File: src/rtl/alu_result_stage.sv
// rtl/alu_result_stage.sv - registered result/flag stage with two-entry skid buffer
// Captures add/subtract results with derived status flags behind a valid/ready
// handshake, buffering up to two entries so upstream can stream while downstream stalls.
// Also keeps a wrapping accepted-operation count and a sticky overflow flag.
module alu_result_stage #(
  parameter int N     = 4,
  parameter int CNT_W = 8
) (
  input  logic             clk,
  input  logic             rst_n,
  input  logic             in_valid,
  output logic             in_ready,
  input  logic [N-1:0]     a,
  input  logic [N-1:0]     b,
  input  logic             select,
  input  logic [N-1:0]     result,
  input  logic             cout,
  output logic             out_valid,
  input  logic             out_ready,
  output logic [N-1:0]     out_result,
  output logic [3:0]       out_flags,
  output logic [CNT_W-1:0] op_count,
  output logic             sticky_ovf,
  input  logic             clear
);

  typedef enum logic [1:0] {
    ST_EMPTY = 2'd0,
    ST_ONE   = 2'd1,
    ST_TWO   = 2'd2
  } state_t;

  state_t         state_q;
  state_t         state_d;
  logic [N-1:0]   main_result_q;
  logic [3:0]     main_flags_q;
  logic [N-1:0]   skid_result_q;
  logic [3:0]     skid_flags_q;
  logic           in_ready_q;
  logic           out_valid_q;

  logic           accept;
  logic           xfer;
  logic           ovf;
  logic [3:0]     in_flags;
  logic           load_main_in;
  logic           load_main_skid;
  logic           load_skid;

  assign accept = in_valid && in_ready_q;
  assign xfer   = out_valid_q && out_ready;

  // Status flags of the incoming result; overflow rule depends on add vs subtract.
  always_comb begin
    ovf = 1'b0;
    if (select == 1'b0) begin
      ovf = (a[N-1] == b[N-1]) && (result[N-1] != a[N-1]);
    end else begin
      ovf = (a[N-1] != b[N-1]) && (result[N-1] != a[N-1]);
    end
    in_flags = {ovf, result[N-1], (result == '0), cout};
  end

  // Storage state register; the handshake outputs are registered from the next state.
  always_ff @(posedge clk or negedge rst_n) begin
    if (!rst_n) begin
      state_q     <= ST_EMPTY;
      in_ready_q  <= 1'b1;
      out_valid_q <= 1'b0;
    end else begin
      state_q     <= state_d;
      in_ready_q  <= (state_d != ST_TWO);
      out_valid_q <= (state_d != ST_EMPTY);
    end
  end

  // Next storage state and which register loads from where.
  always_comb begin
    state_d        = state_q;
    load_main_in   = 1'b0;
    load_main_skid = 1'b0;
    load_skid      = 1'b0;
    case (state_q)
      ST_EMPTY: begin
        if (accept) begin
          state_d      = ST_ONE;
          load_main_in = 1'b1;
        end
      end
      ST_ONE: begin
        if (accept && xfer) begin
          load_main_in = 1'b1;
        end else if (accept) begin
          state_d   = ST_TWO;
          load_skid = 1'b1;
        end else if (xfer) begin
          state_d = ST_EMPTY;
        end
      end
      ST_TWO: begin
        if (xfer) begin
          state_d        = ST_ONE;
          load_main_skid = 1'b1;
        end
      end
      default: begin
        state_d = ST_EMPTY;
      end
    endcase
  end

  // Main (output-facing) and skid data registers.
  always_ff @(posedge clk or negedge rst_n) begin
    if (!rst_n) begin
      main_result_q <= '0;
      main_flags_q  <= '0;
      skid_result_q <= '0;
      skid_flags_q  <= '0;
    end else begin
      if (load_main_in) begin
        main_result_q <= result;
        main_flags_q  <= in_flags;
      end else if (load_main_skid) begin
        main_result_q <= skid_result_q;
        main_flags_q  <= skid_flags_q;
      end
      if (load_skid) begin
        skid_result_q <= result;
        skid_flags_q  <= in_flags;
      end
    end
  end

  // Accepted-operation counter and sticky overflow; clear beats a same-cycle accept.
  always_ff @(posedge clk or negedge rst_n) begin
    if (!rst_n) begin
      op_count   <= '0;
      sticky_ovf <= 1'b0;
    end else if (clear) begin
      op_count   <= '0;
      sticky_ovf <= 1'b0;
    end else if (accept) begin
      op_count <= op_count + CNT_W'(1);
      if (in_flags[3]) begin
        sticky_ovf <= 1'b1;
      end
    end
  end

  assign in_ready   = in_ready_q;
  assign out_valid  = out_valid_q;
  assign out_result = main_result_q;
  assign out_flags  = main_flags_q;

endmodule

File: config.mk
export PLATFORM = sky130hd
export DESIGN_NAME = alu_result_stage
export DESIGN_NICKNAME = d
export VERILOG_FILES = /design/src/rtl/alu_result_stage.sv
export SDC_FILE = /design/constraint.sdc
export NUM_CORES = 1
export LEC_CHECK = 0
export BUFFER_PORTS_ARGS = -buffer_cell sky130_fd_sc_hd__buf_2
export CORE_MARGIN = 3
export CORE_UTILIZATION = 45
export CTS_CLUSTER_SIZE = 40
export DETAILED_ROUTE_END_ITERATION = 7
export PLACE_DENSITY = 0.84
export SKIP_LAST_GASP = 1
export SLEW_MARGIN = 25
export SYNTH_ARGS = -nofsm -noshare
export SYNTH_HDL_FRONTEND = slang
export SYNTH_SLANG_ARGS = --single-unit
File: constraint.sdc
create_clock -name clk -period 1.5 [get_ports clk]
set_clock_uncertainty 0.15 [all_clocks]
set_input_delay 0 -clock clk [delete_from_list [all_inputs] [get_ports clk]]
set_output_delay 0 -clock clk [all_outputs]
set_load 0.1 [all_outputs]
==> flow_metrics.tcl <==
set metrics [dict create \
    ys_warn_count 0 \
    die_w_microns 58.8 \
    period_minus_slack_ns 1.66 \
    clk_pin_slew_ns 0.16 \
    drv_slew 0 \
    multi_input_area_sq_um 616 \
    track_usage_pct 18.8 \
    h-tree-depth 1 \
    powerDensity_nw_per_um2 2120 \
    fillers 191 \
    ant_nets 0 \
    vias 1062 \
    syn_area_sq_um 1250 \
    power_frac_clock_pct 8.6 \
    layout.cells.non_filler 191 \
    dpl.cell_count 176 \
    area_growth_pct 40.2 \
    yosysUniqueCellTypes 39 \
    rrSetupSlack_ns -0.16 \
    cp-start-kind "flip-flop" \
    drt_iter0_drc 53 \
    setup_viol 22 \
    switching_share_pct 52.0 \
    dpl.hpwl_microns 2020 \
    p_switching_mw 1.94 \
    slowest_stage "dfstp_4" \
    register_area_sq_um 698 \
    wirelength_microns 3090 \
    finalInstanceArea_sq_um 1760 \
    postSynthCellCount 107 \
    grt_pass1_vias 1084 \
    initial_core_util_pct 48.8 \
    combPwrFrac_pct 59.5 \
    grt_max_degree 28 \
    tightest_slew_ns 0.611 \
    violations "setup timing" \
    critical_path_arrival_ns 1.74 \
    gr-total-overflow 0 \
    crit_type "flip-flop to flip-flop" \
    cts_tree "built" \
    grt_setup_unrepaired "true" \
    placed_area_sq_um 1590 \
    synthTopCellsByArea "dfrtp_1 52%, mux2_2 5.4%, a221o_1 4.8%, a21oi_1 3.6%, mux2i_1 3.2%" \
    synth_top_area_share_pct 51.9 \
    cts_buffer_depth 2 \
    vdd_ir_drop_max_mv 2.00 \
    gp_congestion 0.860 \
    row_count 18 \
    die_h_microns 58.8 \
    drive_above_1_share_pct 47.2 \
    ys_seq_elements 27 \
    worst_setup_path_end_kind "flip-flop" \
    whs_ns 0.0242 \
    insertion_delay_ns 0.33 \
    drtPass1Iterations 6 \
    die_area_sq_um 3460 \
    worst_slack_ns -0.162 \
    fmax_mhz 602 \
    syn_nets 127 \
    grt_pass1_wl_microns 4940 \
    max_stage_delay_ns 0.66 \
    diodes 0 \
    status "complete, but fails checks" \
    port_buffers 31 \
    core_sq_um 2570 \
    clock_sink_count 27 \
    yosys.area.top_type "dfrtp_1" \
    hp-class "primary input to flip-flop" \
    drc 0 \
    slew_headroom_pct 59.3 \
    worstPathMaxFanout 6 \
    cts_buffers 3 \
    cp_top_family "compound AO/OA/AOI/OAI gates" \
    pwr-share-seq_pct 32.0 \
    cp_data_required_time_ns 1.58 \
    power.leakage_nw 0.802 \
    hold_viol_final 0 \
    cp_cell_sequence "nand2_4 > o32a_4 > a221o_1" \
    p_int_mw 1.79 \
    synth-seq-area-share_pct 54.0 \
    synth.avg_cell_area_sq_um 11.7 \
    cts_root_buf "clkbuf_4" \
    maxCapViolCount 0 \
    viasPerCell 5.56 \
    boundaryPins 38 \
    post-route-period-util_pct 111 \
    wire_per_inst_microns 16.2 \
    final_nets 182 \
    antenna_found_initial 0 \
    crit_buf_inv 0 \
]
-- power by group through the flow --
| stage | Clock, mW | Sequential, mW | Combinational [mW] |
|---|---|---|---|
| 2_1_floorplan | 0 | 2.11 | 0.675 |
| 3_3_place_gp | 0 | 1.18 | 2.08 |
| 3_5_place_dp | 0 | 1.20 | 2.12 |
| 4_1_cts | 0.323 | 1.18 | 2.17 |
| 5_1_grt | 0.354 | 1.23 | 2.33 |
| 6_report | 0.320 | 1.19 | 2.22 |
-- cell type report --
class | instances | area share [%]
tap | 30 | 2.14
inverter | 1 | 0.214
clock buffer | 3 | 1.28
sequential | 27 | 39.7
multi-input combinational | 75 | 35.0
clock inverter | 1 | 0.285
timing repair buffer | 54 | 21.4
-- sequential cells by signal, summed over array words and instances, names as in the netlist --
register / count
op_count: 8
out_flags: 4
skid_flags_q: 4
out_result: 3
skid_result_q: 3
state_q: 2
in_ready: 1
out_valid: 1
sticky_ovf: 1
-- cells in the final DEF (no fill, tap or decap), types with 2 or more instances in the layout --
master,count
a21oi_1,6
a21oi_2,3
a221o_1,6
and2_1,6
buf_2,30
buf_4,11
buf_6,2
clkbuf_4,3
dfrtp_1,18
dfrtp_2,5
dfrtp_4,3
dlygate4sd3_1,10
mux2_2,6
mux2i_1,4
nand2_1,3
nand2_4,2
nand3_1,3
nand4_1,2
nor2_1,2
nor2b_1,2
o21ai_0,4
o31ai_1,3
or3_1,2
or4_1,2
xor2_1,2
-- per-layer routing --
layer	part of all wire (%)	track usage, %
met4	0.45	7.44
met2	52	31.2
met1	44	24.5
met3	3.0	2.85
met5	0	0
-- stage by stage --
stage                     total power, mW  setup TNS, ns  setup WS (ns)  utilization, %
final                                3.74          -2.40         -0.162            68.5
after floorplan                      2.79          -4.56         -0.333               -
after global routing                 3.91          -3.32         -0.196            68.5
after detailed placement             3.32          -1.62         -0.141            62.1
after CTS                            3.67          -2.20         -0.151            67.5
after global placement               3.26          -1.22         -0.109            62.1
-- worst register-to-register path, stage by stage, from the launching register on --
cell and delay, ns:
dfstp_4 0.66, nand2_4 0.05, o32a_4 0.35, a221o_1 0.35
-- synthesized netlist by cell type, drive strengths merged --
master	instances
nor3	1
buf	3
a221o	6
o22ai	1
o21ai	5
dfstp	1
nor4	1
nor2	2
inv	1
and3b	1
o32a	1
clkbuf	1
xor2	2
a31oi	1
or4	2
mux2i	4
nand3	3
o21a	1
a21oi	9
nand4	2
and3	1
mux2	6
or2b	1
and4b	1
a21boi	1
nor2b	2
and2	7
o31ai	3
or3	3
nand2b	1
ha	1
nand2	5
dfrtp	26
xnor2	1
-- cell families (layout without fill, tap and decap cells) --
logic type | Yosys count | count (layout) | synth area share (%)
AOI/OAI and AO/OA | 28 | 28 | 15.6
xor gates and xnor gates | 3 | 3 | 2.10
adders and majority gates | 1 | 1 | 0.998
buffers and inverters | 5 | 59 | 2.39
DFF | 27 | 27 | 54.0
muxes | 10 | 10 | 8.58
and+or+nand+nor | 33 | 33 | 16.4
-- final timing paths --
check / startpoint / to / depth (start not counted)
max: in_ready / out_flags[0] / 3
min: select / out_flags[3] / 4
max reg2reg: in_ready / out_flags[0] / 3
min reg2reg: sticky_ovf / sticky_ovf / 2
max in group asynchronous: rst_n / out_valid / 2
min in group asynchronous: rst_n / out_result[0] / 2
-- what timing repair did --
item,4_1_cts,5_1_grt
hold buffers,10,0
resized for setup,3,4
setup endpoints to repair,24,24
pin swaps,5,2
hold endpoints to repair,50,0
setup buffers,0,1
Power figures use the tool's default switching activity.
